$ cat src/rtl/mc_control_if.sv
// Controller-to-datapath bundle: opcode/zero in, datapath enables, mux selects and debug out.
// No latency of its own; the controller owns every output listed in the master modport.
// No backpressure: the datapath consumes the strobes in the cycle they are presented.
`timescale 1ns/1ps
interface mc_control_if #(parameter int CNT_W = 32);
    logic [5:0]       Op;
    logic             Zero;
    logic             PCEn;
    logic             PCWrite;
    logic             PCWriteCond;
    logic [1:0]       PCSource;
    logic             IorD;
    logic             MemRead;
    logic             MemWrite;
    logic             IRWrite;
    logic             MemtoReg;
    logic             RegDst;
    logic             RegWrite;
    logic             ALUSrcA;
    logic [1:0]       ALUSrcB;
    logic [1:0]       ALUOP;
    logic             illegal;
    logic             instr_done;
    logic [3:0]       state;
    logic [CNT_W-1:0] instr_count;

    modport master (
        input  Op, Zero,
        output PCEn, PCWrite, PCWriteCond, PCSource, IorD, MemRead, MemWrite, IRWrite,
               MemtoReg, RegDst, RegWrite, ALUSrcA, ALUSrcB, ALUOP, illegal, instr_done,
               state, instr_count
    );

    modport slave (
        output Op, Zero,
        input  PCEn, PCWrite, PCWriteCond, PCSource, IorD, MemRead, MemWrite, IRWrite,
               MemtoReg, RegDst, RegWrite, ALUSrcA, ALUSrcB, ALUOP, illegal, instr_done,
               state, instr_count
    );
endinterface

$ cat src/rtl/mc_control.sv
// Multi-cycle CPU main control FSM with retired-instruction counter.
// Latency: 2-5 cycles per instruction; control outputs are registered from the next state.
// No backpressure: FETCH follows every terminal state with no idle cycle.
`timescale 1ns/1ps
module mc_control #(
    parameter int CNT_W = 32
) (
    input  logic        clk,
    input  logic        rst,
    mc_control_if.master bus
);
    localparam logic [5:0] OP_R     = 6'b000000;
    localparam logic [5:0] OP_LW    = 6'b100011;
    localparam logic [5:0] OP_SW    = 6'b101011;
    localparam logic [5:0] OP_BEQ   = 6'b000100;
    localparam logic [5:0] OP_J     = 6'b000010;
    localparam logic [5:0] OP_ADDI  = 6'b001000;
    localparam logic [5:0] OP_ADDIU = 6'b001001;

    typedef enum logic [3:0] {
        FETCH  = 4'd0,  DECODE = 4'd1,  MEMADR = 4'd2,  MEMRD  = 4'd3,
        MEMWB  = 4'd4,  MEMWR  = 4'd5,  EXEC   = 4'd6,  RWB    = 4'd7,
        BRANCH = 4'd8,  JUMP   = 4'd9,  IEXEC  = 4'd10, IWB    = 4'd11
    } state_t;

    typedef struct packed {
        logic       pcwrite;
        logic       pcwritecond;
        logic [1:0] pcsource;
        logic       iord;
        logic       memread;
        logic       memwrite;
        logic       irwrite;
        logic       memtoreg;
        logic       regdst;
        logic       regwrite;
        logic       alusrca;
        logic [1:0] alusrcb;
        logic [1:0] aluop;
        logic       done;
    } ctl_t;

    function automatic ctl_t ctl_of(input state_t s);
        ctl_t c;
        c = '0;
        case (s)
            FETCH:  begin c.memread = 1'b1; c.irwrite = 1'b1; c.alusrcb = 2'b01;
                          c.aluop = 2'b01; c.pcwrite = 1'b1; end
            DECODE: begin c.alusrcb = 2'b11; c.aluop = 2'b01; end
            MEMADR: begin c.alusrca = 1'b1; c.alusrcb = 2'b10; c.aluop = 2'b01; end
            MEMRD:  begin c.memread = 1'b1; c.iord = 1'b1; end
            MEMWB:  begin c.regwrite = 1'b1; c.memtoreg = 1'b1; c.done = 1'b1; end
            MEMWR:  begin c.memwrite = 1'b1; c.iord = 1'b1; c.done = 1'b1; end
            EXEC:   begin c.alusrca = 1'b1; end
            RWB:    begin c.regwrite = 1'b1; c.regdst = 1'b1; c.done = 1'b1; end
            BRANCH: begin c.alusrca = 1'b1; c.aluop = 2'b10; c.pcwritecond = 1'b1;
                          c.pcsource = 2'b01; c.done = 1'b1; end
            JUMP:   begin c.pcwrite = 1'b1; c.pcsource = 2'b10; c.done = 1'b1; end
            IEXEC:  begin c.alusrca = 1'b1; c.alusrcb = 2'b10; c.aluop = 2'b01; end
            IWB:    begin c.regwrite = 1'b1; c.done = 1'b1; end
            default: ;
        endcase
        return c;
    endfunction

    state_t           state_q;
    state_t           state_n;
    ctl_t             ctl_q;
    ctl_t             ctl_o;
    logic [CNT_W-1:0] cnt_q;
    logic             legal_op;
    logic             dec_illegal;
    logic             done;

    assign legal_op = (bus.Op == OP_R)   || (bus.Op == OP_LW)   || (bus.Op == OP_SW)   ||
                      (bus.Op == OP_BEQ) || (bus.Op == OP_J)    || (bus.Op == OP_ADDI) ||
                      (bus.Op == OP_ADDIU);

    always_comb begin
        state_n = FETCH;
        case (state_q)
            FETCH:  state_n = DECODE;
            DECODE: begin
                case (bus.Op)
                    OP_LW, OP_SW:      state_n = MEMADR;
                    OP_R:              state_n = EXEC;
                    OP_BEQ:            state_n = BRANCH;
                    OP_J:              state_n = JUMP;
                    OP_ADDI, OP_ADDIU: state_n = IEXEC;
                    default:           state_n = FETCH;
                endcase
            end
            MEMADR: state_n = (bus.Op == OP_SW) ? MEMWR : MEMRD;
            MEMRD:  state_n = MEMWB;
            EXEC:   state_n = RWB;
            IEXEC:  state_n = IWB;
            default: state_n = FETCH;
        endcase
    end

    // Reset gates every strobe so nothing reaches the datapath while rst is high.
    assign ctl_o       = rst ? '0 : ctl_q;
    assign dec_illegal = !rst && (state_q == DECODE) && !legal_op;
    assign done        = ctl_o.done || dec_illegal;

    always_ff @(posedge clk) begin
        if (rst) begin
            state_q <= FETCH;
            ctl_q   <= ctl_of(FETCH);
            cnt_q   <= '0;
        end else begin
            state_q <= state_n;
            ctl_q   <= ctl_of(state_n);
            if (done) begin
                cnt_q <= cnt_q + CNT_W'(1);
            end
        end
    end

    assign bus.PCWrite     = ctl_o.pcwrite;
    assign bus.PCWriteCond = ctl_o.pcwritecond;
    assign bus.PCEn        = ctl_o.pcwrite | (ctl_o.pcwritecond & bus.Zero);
    assign bus.PCSource    = ctl_o.pcsource;
    assign bus.IorD        = ctl_o.iord;
    assign bus.MemRead     = ctl_o.memread;
    assign bus.MemWrite    = ctl_o.memwrite;
    assign bus.IRWrite     = ctl_o.irwrite;
    assign bus.MemtoReg    = ctl_o.memtoreg;
    assign bus.RegDst      = ctl_o.regdst;
    assign bus.RegWrite    = ctl_o.regwrite;
    assign bus.ALUSrcA     = ctl_o.alusrca;
    assign bus.ALUSrcB     = ctl_o.alusrcb;
    assign bus.ALUOP       = ctl_o.aluop;
    assign bus.illegal     = dec_illegal;
    assign bus.instr_done  = done;
    assign bus.state       = state_q;
    assign bus.instr_count = cnt_q;
endmodule

$ cat src/flat_wrapper.sv
// flat-port wrapper written by rule: the top's interface ports become plain ports
module mc_control_flat 
#(
    parameter int CNT_W = 32
)
  (clk, rst, bus_Op, bus_Zero, bus_PCEn, bus_PCWrite, bus_PCWriteCond, bus_PCSource, bus_IorD, bus_MemRead, bus_MemWrite, bus_IRWrite, bus_MemtoReg, bus_RegDst, bus_RegWrite, bus_ALUSrcA, bus_ALUSrcB, bus_ALUOP, bus_illegal, bus_instr_done, bus_state, bus_instr_count);
  mc_control_if #(.CNT_W(CNT_W)) bus_i ();
  input  logic clk;
  input  logic rst;
  input wire logic [$bits(bus_i.Op)-1:0] bus_Op;
  input wire logic [$bits(bus_i.Zero)-1:0] bus_Zero;
  output wire logic [$bits(bus_i.PCEn)-1:0] bus_PCEn;
  output wire logic [$bits(bus_i.PCWrite)-1:0] bus_PCWrite;
  output wire logic [$bits(bus_i.PCWriteCond)-1:0] bus_PCWriteCond;
  output wire logic [$bits(bus_i.PCSource)-1:0] bus_PCSource;
  output wire logic [$bits(bus_i.IorD)-1:0] bus_IorD;
  output wire logic [$bits(bus_i.MemRead)-1:0] bus_MemRead;
  output wire logic [$bits(bus_i.MemWrite)-1:0] bus_MemWrite;
  output wire logic [$bits(bus_i.IRWrite)-1:0] bus_IRWrite;
  output wire logic [$bits(bus_i.MemtoReg)-1:0] bus_MemtoReg;
  output wire logic [$bits(bus_i.RegDst)-1:0] bus_RegDst;
  output wire logic [$bits(bus_i.RegWrite)-1:0] bus_RegWrite;
  output wire logic [$bits(bus_i.ALUSrcA)-1:0] bus_ALUSrcA;
  output wire logic [$bits(bus_i.ALUSrcB)-1:0] bus_ALUSrcB;
  output wire logic [$bits(bus_i.ALUOP)-1:0] bus_ALUOP;
  output wire logic [$bits(bus_i.illegal)-1:0] bus_illegal;
  output wire logic [$bits(bus_i.instr_done)-1:0] bus_instr_done;
  output wire logic [$bits(bus_i.state)-1:0] bus_state;
  output wire logic [$bits(bus_i.instr_count)-1:0] bus_instr_count;
  assign bus_i.Op = bus_Op;
  assign bus_i.Zero = bus_Zero;
  assign bus_PCEn = bus_i.PCEn;
  assign bus_PCWrite = bus_i.PCWrite;
  assign bus_PCWriteCond = bus_i.PCWriteCond;
  assign bus_PCSource = bus_i.PCSource;
  assign bus_IorD = bus_i.IorD;
  assign bus_MemRead = bus_i.MemRead;
  assign bus_MemWrite = bus_i.MemWrite;
  assign bus_IRWrite = bus_i.IRWrite;
  assign bus_MemtoReg = bus_i.MemtoReg;
  assign bus_RegDst = bus_i.RegDst;
  assign bus_RegWrite = bus_i.RegWrite;
  assign bus_ALUSrcA = bus_i.ALUSrcA;
  assign bus_ALUSrcB = bus_i.ALUSrcB;
  assign bus_ALUOP = bus_i.ALUOP;
  assign bus_illegal = bus_i.illegal;
  assign bus_instr_done = bus_i.instr_done;
  assign bus_state = bus_i.state;
  assign bus_instr_count = bus_i.instr_count;
  mc_control #(.CNT_W(CNT_W)) u_core (.clk(clk), .rst(rst), .bus(bus_i));
endmodule
$ cat config.mk
export PLATFORM = sky130hd
export DESIGN_NAME = mc_control_flat
export DESIGN_NICKNAME = d
export VERILOG_FILES = /design/src/rtl/mc_control_if.sv /design/src/rtl/mc_control.sv /design/src/flat_wrapper.sv
export SDC_FILE = /design/constraint.sdc
export NUM_CORES = 1
export LEC_CHECK = 0
export CAP_MARGIN = 40
export CELL_PAD_IN_SITES_DETAIL_PLACEMENT = 0
export CELL_PAD_IN_SITES_GLOBAL_PLACEMENT = 2
export CORE_MARGIN = 10
export CORE_UTILIZATION = 25
export CTS_CLUSTER_DIAMETER = 120
export DETAILED_ROUTE_END_ITERATION = 10
export GPL_ROUTABILITY_DRIVEN = 0
export MAX_ROUTING_LAYER = met4
export PLACE_DENSITY = 0.7
export SYNTH_ARGS = -nofsm -noshare
export SYNTH_HDL_FRONTEND = slang
export SYNTH_SLANG_ARGS = --single-unit
$ cat constraint.sdc
create_clock -name clk -period 2.6 [get_ports clk]
set_clock_uncertainty 0.1 [all_clocks]
set_input_delay 0.52 -clock clk [delete_from_list [all_inputs] [get_ports clk]]
set_output_delay 0.52 -clock clk [all_outputs]
set_load 0.02 [all_outputs]
==> reports/qor.txt, run 1 <==
==========================================================================================
First-iteration detailed-routing DRC count                                             144
Number of enable-type register cells in the synthesized netlist                          0
Overall global routing resource usage                                                0.116
Fraction of layout cells with a size suffix above 1                                  0.133
Effective utilization at floorplan                                                   0.255
Slew at the pin with the worst max-slew slack                                       547 ps
Mean area per synthesized cell                                                    8.26 µm²
I/O Buffers                                                                             63
Detailed Place HPWL                                                                6.23 mm
Overall die area                                                                15,000 µm²
Buffer cell driving the clock tree root                                           clkbuf_8
Number of DRC violations after detailed routing                                          0
Largest voltage drop on the vdd net                                                 195 µV
Final Routed Wirelength                                                            8.41 mm
Worst Hold Margin                                                                   394 ps
Area of the multi-input gates                                                     1490 µm²
Per-cell routed wire length                                                        15.7 µm
Portion of the post-synthesis area used by sequential elements                       0.398
Pre-antenna DRT Iters                                                                    4
Height of the chip                                                                  122 µm
Antenna Diode Count                                                                      0
Setup Slack @ Placement                                                            -505 ps
Total non-filler cell area in the finished layout                                 3710 µm²
Setup slack of the worst register-to-register path                                  250 ps
Number of vias after detailed routing                                                2,696
Outcome                                                                       finished, final reports clean
Via count of the first global-routing pass                                           2,592
Min Clock Period, post-route                                                       2510 ps
TritonCTS clock tree                                                                 built
Maximum clock rate                                                               0.399 GHz
Placed Area                                                                       3570 µm²
Primary FF master, synth                                                           dfxtp_1
Wire length of the first global-routing pass                                       13.8 mm
Total power density per cell area                                               420 nW/µm²
Final core occ                                                                       0.361
Post-route worst setup slack                                                       93.1 ps
CTS buffer count                                                                         5
Rows                                                                                    37
CP Capture Type                                                                 output pin
Fraction of post-synthesis cell area in the top cell type by area                    0.398
Number of pins with negative max-slew slack in the final report                          0
Data arrival time of the critical path                                             1890 ps
Core ar.                                                                        10,300 µm²
Number of fillers in the final layout                                                1,090
Sequential cell area                                                              1040 µm²
Count of mapped cells out of synthesis                                                 317
Rel. slew slack                                                                      0.632
Async set-reset flop share out of synthesis                                              0
Category of the worst setup path launch point                                    input pin
Largest net degree at the start of global routing                                       32
Most area-consuming cells after synthesis                                     dfxtp_1 (40%), a21oi_1 (6.9%), or3_1 (3.8%), o21ai_0 (3.6%), nor2b_1 (3.6%)
Count of unique library cells instantiated by Yosys                                     51
Hold Path Class                                                                    reg2reg
Net Count, Synth                                                                       327
Share of the clock period used by the worst path                                     0.964
Antenna violations before repair                                                         0
Htree depth                                                                              2
Final Hold Vio Count                                                                     0
Die width                                                                           122 µm
Endpoints failing setup                                                                  0
Largest fanout on the critical path                                                      6
RSZ-0062 raised after global routing                                                  true
Leakage Power                                                                      1.24 nW
Clock edge transition at the registers on the reported setup and hold paths         100 ps
Remaining antenna violation count after routing                                          0
Clock Latency Late Sink                                                             310 ps
Crit Path Category                                                                  in2out
Synthesized area                                                                  2620 µm²
Boundary Pins                                                                           64
Total congestion overflow after global routing                                           0
Number of synthesized register bits                                                     52
Number of vias per cell                                                               5.03
Library cell occupying the most area in the post-synthesis netlist                 dfxtp_1
Total number of yosys warnings                                                           0
Total Power                                                                      0.00156 W
Clock tree buffer depth                                                                  2
Final layout net count                                                                 411
CTS Sinks                                                                               52
Max-cap violation count                                                                  0
Area growth from synthesis to layout                                                 41.7%
Required time worst endpoint                                                       1980 ps
==========================================================================================
placed cells by master, fill, tap and decap left out, types with 3 or more instances in the layout:
cell type,n
a21oi_1,36
a31oi_1,3
a41o_1,3
and2_1,5
buf_4,34
clkbuf_8,5
clkdlybuf4s50_1,55
dfxtp_1,52
dlygate4sd2_1,3
inv_1,10
nand2_1,18
nand2b_1,4
nand3_1,17
nand4_1,10
nor2_1,18
nor2b_1,15
nor3_1,6
nor4_1,3
o21ai_0,19
o31ai_1,11
or3_1,16
or4_1,11
layout make-up:
type	count	area share
Multi-Input combinational cell	235	0.400
Sequential cell	52	0.281
Timing Repair Buffer	97	0.237
Tap cell	136	0.0459
Clock buffer	5	0.0185
Inverter	10	0.0101
Clock inverter	1	0.00809
path summary, 6_finish.rpt:
check	start	to	cells after the start
min reg2reg	u_core.bus.instr_count[31]	u_core.bus.instr_count[31]	2
max	bus_Op[1]	bus_instr_done	6
max reg2reg	u_core.bus.state[2]	u_core.bus.instr_count[20]	7
min	u_core.bus.instr_count[31]	u_core.bus.instr_count[31]	2
cell usage after synthesis (2+ instances only):
library cell	count
o21ai_0	19
buf_6	3
a211oi_1	2
o32ai_1	2
nand2b_1	4
a41o_1	3
nand4_1	10
a21boi_0	2
nand3_1	17
dfxtp_1	52
o32a_1	2
nor2_1	18
o31ai_1	11
and4_1	2
clkbuf_1	14
nor2b_1	15
inv_1	10
nor3_1	6
a21oi_1	36
nor4_1	4
o2111ai_1	2
and2_1	5
or4_1	11
nor4b_1	3
o21bai_1	2
and3_1	2
or3_1	16
nor3b_1	2
a31oi_1	3
nand2_1	18
per-stage QoR:
stage,TNS [ps],cells
floorplan,0,317
global placement,-3550,530
detailed placement,-4930,530
CTS,-72.6,536
global route,-27.6,536
finish,0,536
per-layer routing:
metal / global-route usage / up-vias / routed length (µm)
met4: 0.0243 / 0 / 62
met1: 0.155 / 1281 / 4160
met5: - / - / 0
li1: - / 1352 / -
met2: 0.178 / 59 / 3790
met3: 0.0225 / 4 / 396
repair_timing:
action,in CTS,in global routing
hold endpoints to repair,0,0
endpoints found under the setup margin,2,2
hold buffers,0,0
pin swaps,1,2
gates resized for setup,16,3
setup buffers,0,0
state kept, by name, summed over array words and instances (netlist names):
signal	count
u_core.bus.state	4
u_core.ctl_q	16
u_core.bus.instr_count	32
worst max-delay path, cell delays in order:
cell	delay [ps]
dlygate4sd2_1	390
nor4b_4	340
o31ai_4	130
a31oi_2	180
nor2_1	60
clkdlybuf4s15_2	260
where the power goes:
part	internal [W]	switching (W)	total (W)
Combinational	0.0000824	0.000109	0.000191
Clock	0.000277	0.000273	0.000550
Sequential	0.000808	0.00000861	0.000817
Total	0.00117	0.000391	0.00156
kinds of logic (layout without fill, tap and decap cells):
logic type                 count (synthesis)  after routing  share of synthesized area
and+or+nand+nor                          139            139                      0.308
muxes                                      1              1                    0.00382
AOI/OAI and AO/OA                         93             93                      0.229
buffers and inverters                     30            113                     0.0535
adders and majority gates                  1              1                    0.00478
DFF                                       52             52                      0.398
xor gates and xnor gates                   1              1                    0.00335
No activity file was read; power rests on OpenSTA's default activity.
==> run 2: changes to the inputs <==
--- a/config.mk
+++ b/config.mk
@@ -10,6 +10,7 @@
 export CELL_PAD_IN_SITES_GLOBAL_PLACEMENT = 2
 export CORE_MARGIN = 10
 export CORE_UTILIZATION = 25
+export CTS_BUF_LIST = sky130_fd_sc_hd__clkbuf_4
 export CTS_CLUSTER_DIAMETER = 120
 export DETAILED_ROUTE_END_ITERATION = 10
 export GPL_ROUTABILITY_DRIVEN = 0
==> run 2 against run 1 <==
Hold slack improved by 3.9 ps. Critical path depth unchanged. Non-clock buffer count unchanged. Highest routed layer unchanged. Setup slack got worse by 0.84 ps.
==> reports/qor.txt, run 2 (same netlist as run 1, synthesis figures left out) <==
==========================================================================================
Max-cap violation count                                                                  0   unchanged
Overall die area                                                                15,000 µm²   unchanged
Leakage Power                                                                      1.23 nW   -1.0%
Share of the clock period used by the worst path                                     0.965   about the same
Maximum clock rate                                                               0.399 GHz   about the same
Number of flip-flops under the largest register name                                    32   unchanged
Hold Path Class                                                                    reg2reg
Fraction of layout cells with a size suffix above 1                                  0.133   unchanged
Clock tree buffer depth                                                                  2   unchanged
Detailed Place HPWL                                                                6.23 mm   unchanged
Clock edge transition at the registers on the reported setup and hold paths         160 ps   +60 ps
Required time worst endpoint                                                       1980 ps   about the same
Number of fillers in the final layout                                                1,098   +0.73%
Leading cell types in the layout, fill and taps excluded                      clkdlybuf4s50_1 (55), dfxtp_1 (52), a21oi_1 (36)
I/O Buffers                                                                             63   unchanged
Core ar.                                                                        10,300 µm²   unchanged
TritonCTS clock tree                                                                 built
Slew at the pin with the worst max-slew slack                                       547 ps   -0.0968 ps
Antenna Diode Count                                                                      0   unchanged
Htree depth                                                                              2   unchanged
Via count of the first global-routing pass                                           2,578   -0.54%
Remaining antenna violation count after routing                                          0   unchanged
Antenna violations before repair                                                         0   unchanged
Rows                                                                                    37   unchanged
Min Clock Period, post-route                                                       2510 ps   +0.844 ps
Number of DRC violations after detailed routing                                          0   unchanged
Path depth of the worst reg2reg path                                                     7   unchanged
Number of pins with negative max-slew slack in the final report                          0   unchanged
Rel. slew slack                                                                      0.632   about the same
Wire length of the first global-routing pass                                       13.7 mm   -0.75%
Buffer cell driving the clock tree root                                           clkbuf_4
Area growth from synthesis to layout                                                 40.5%
Per-cell routed wire length                                                        15.7 µm   -0.29%
Most common library cell in the layout ignoring fill and taps                 clkdlybuf4s50_1
Largest fanout on the critical path                                                      6   unchanged
Pre-antenna DRT Iters                                                                    4   unchanged
First-iteration detailed-routing DRC count                                             129   -10%
Category of the worst setup path launch point                                    input pin
Final core occ                                                                       0.358   -0.00304
Setup slack of the worst register-to-register path                                  230 ps   -20 ps
Sequential cell area                                                              1040 µm²   unchanged
Data arrival time of the critical path                                             1890 ps   about the same
Boundary Pins                                                                           64   unchanged
RSZ-0062 raised after global routing                                                  true
Cell depth of the worst min-delay path                                                   2   unchanged
Height of the chip                                                                  122 µm   unchanged
Area of the multi-input gates                                                     1490 µm²   unchanged
Number of vias per cell                                                               5.07   +0.82%
Total congestion overflow after global routing                                           0   unchanged
CP Capture Type                                                                 output pin
Largest voltage drop on the vdd net                                                 160 µV   -18%
Number of buffers inserted to repair setup after CTS                                     0   unchanged
CTS buffer count                                                                         5   unchanged
Setup Slack @ Placement                                                            -505 ps   unchanged
Total power density per cell area                                               398 nW/µm²   -5.3%
Final Routed Wirelength                                                            8.39 mm   -0.29%
Effective utilization at floorplan                                                   0.255   unchanged
Final layout net count                                                                 411   unchanged
CTS Sinks                                                                               52   unchanged
Largest net degree at the start of global routing                                       32   unchanged
Endpoints failing setup                                                                  0   unchanged
Die width                                                                           122 µm   unchanged
Final Hold Vio Count                                                                     0   unchanged
Clock Latency Late Sink                                                             370 ps   +60 ps
Overall global routing resource usage                                                0.116   -0.000491
Number of vias after detailed routing                                                2,718   +0.82%
Post-route worst setup slack                                                       92.3 ps   -0.844 ps
Crit Path Category                                                                  in2out
Outcome                                                                       finished, final reports clean
==========================================================================================
run 2: cell types whose count changed in the layout (fill, tap and decap cells not counted):
cell      before  now
clkbuf_8       5    0
clkbuf_4       0    5
run 2: final timing paths:
| kind | from | endpoint |
|---|---|---|
| hold reg to reg | u_core.bus.instr_count[31] | u_core.bus.instr_count[31] |
| setup reg to reg | u_core.bus.state[2] | u_core.bus.instr_count[28] |
| setup / recovery | bus_Op[1] | bus_instr_done |
| hold / removal | u_core.bus.instr_count[31] | u_core.bus.instr_count[31] |
run 2: what timing repair did:
item,CTS,global route
gates cloned,0,0
resized for setup,16,3
hold buffers,0,0
pin swaps,1,2
endpoints found under the setup margin,2,2
run 2: layout make-up:
class,instances,area share
Timing Repair Buffer,97,0.239
Tap cell,136,0.0462
Clock inverter,1,0.00816
Clock buffer,5,0.0102
Multi-Input combinational cell,235,0.404
Sequential cell,52,0.283
Inverter,10,0.0102
run 2: worst max-delay path: stages:
cell and delay (ps):
dlygate4sd2_1 390, nor4b_4 340, o31ai_4 130, a31oi_2 180
nor2_1 60, clkdlybuf4s15_2 260
run 2: metrics by stage:
| step | hold WS (ps) | cell area [µm²] | total power [W] | TNS, ps | cells |
|---|---|---|---|---|---|
| after floorplan | 451 | 2620 | 0.000938 | 0 | 317 |
| after global placement | 368 | 3570 | 0.00102 | -3550 | 530 |
| after detailed placement | 377 | 3570 | 0.00103 | -4930 | 530 |
| after CTS | 398 | 3670 | 0.00148 | -72.6 | 536 |
| final | 398 | 3680 | 0.00146 | 0 | 536 |
| after global routing | 426 | 3680 | 0.00153 | -27.6 | 536 |
run 2: power breakdown:
part | switching, W | total [W] | internal (W) | leakage [nW]
Combinational | 0.000109 | 0.000191 | 0.0000825 | 0.769
Clock | 0.000261 | 0.000454 | 0.000193 | 0.0371
Sequential | 0.00000864 | 0.000818 | 0.000810 | 0.421
run 2: layer usage:
metal	wire, µm	up-vias	global-route usage
li1	-	1353	-
met3	392	4	0.0225
met4	57	0	0.0243
met1	4130	1298	0.155
met2	3810	63	0.177
met5	0	-	-
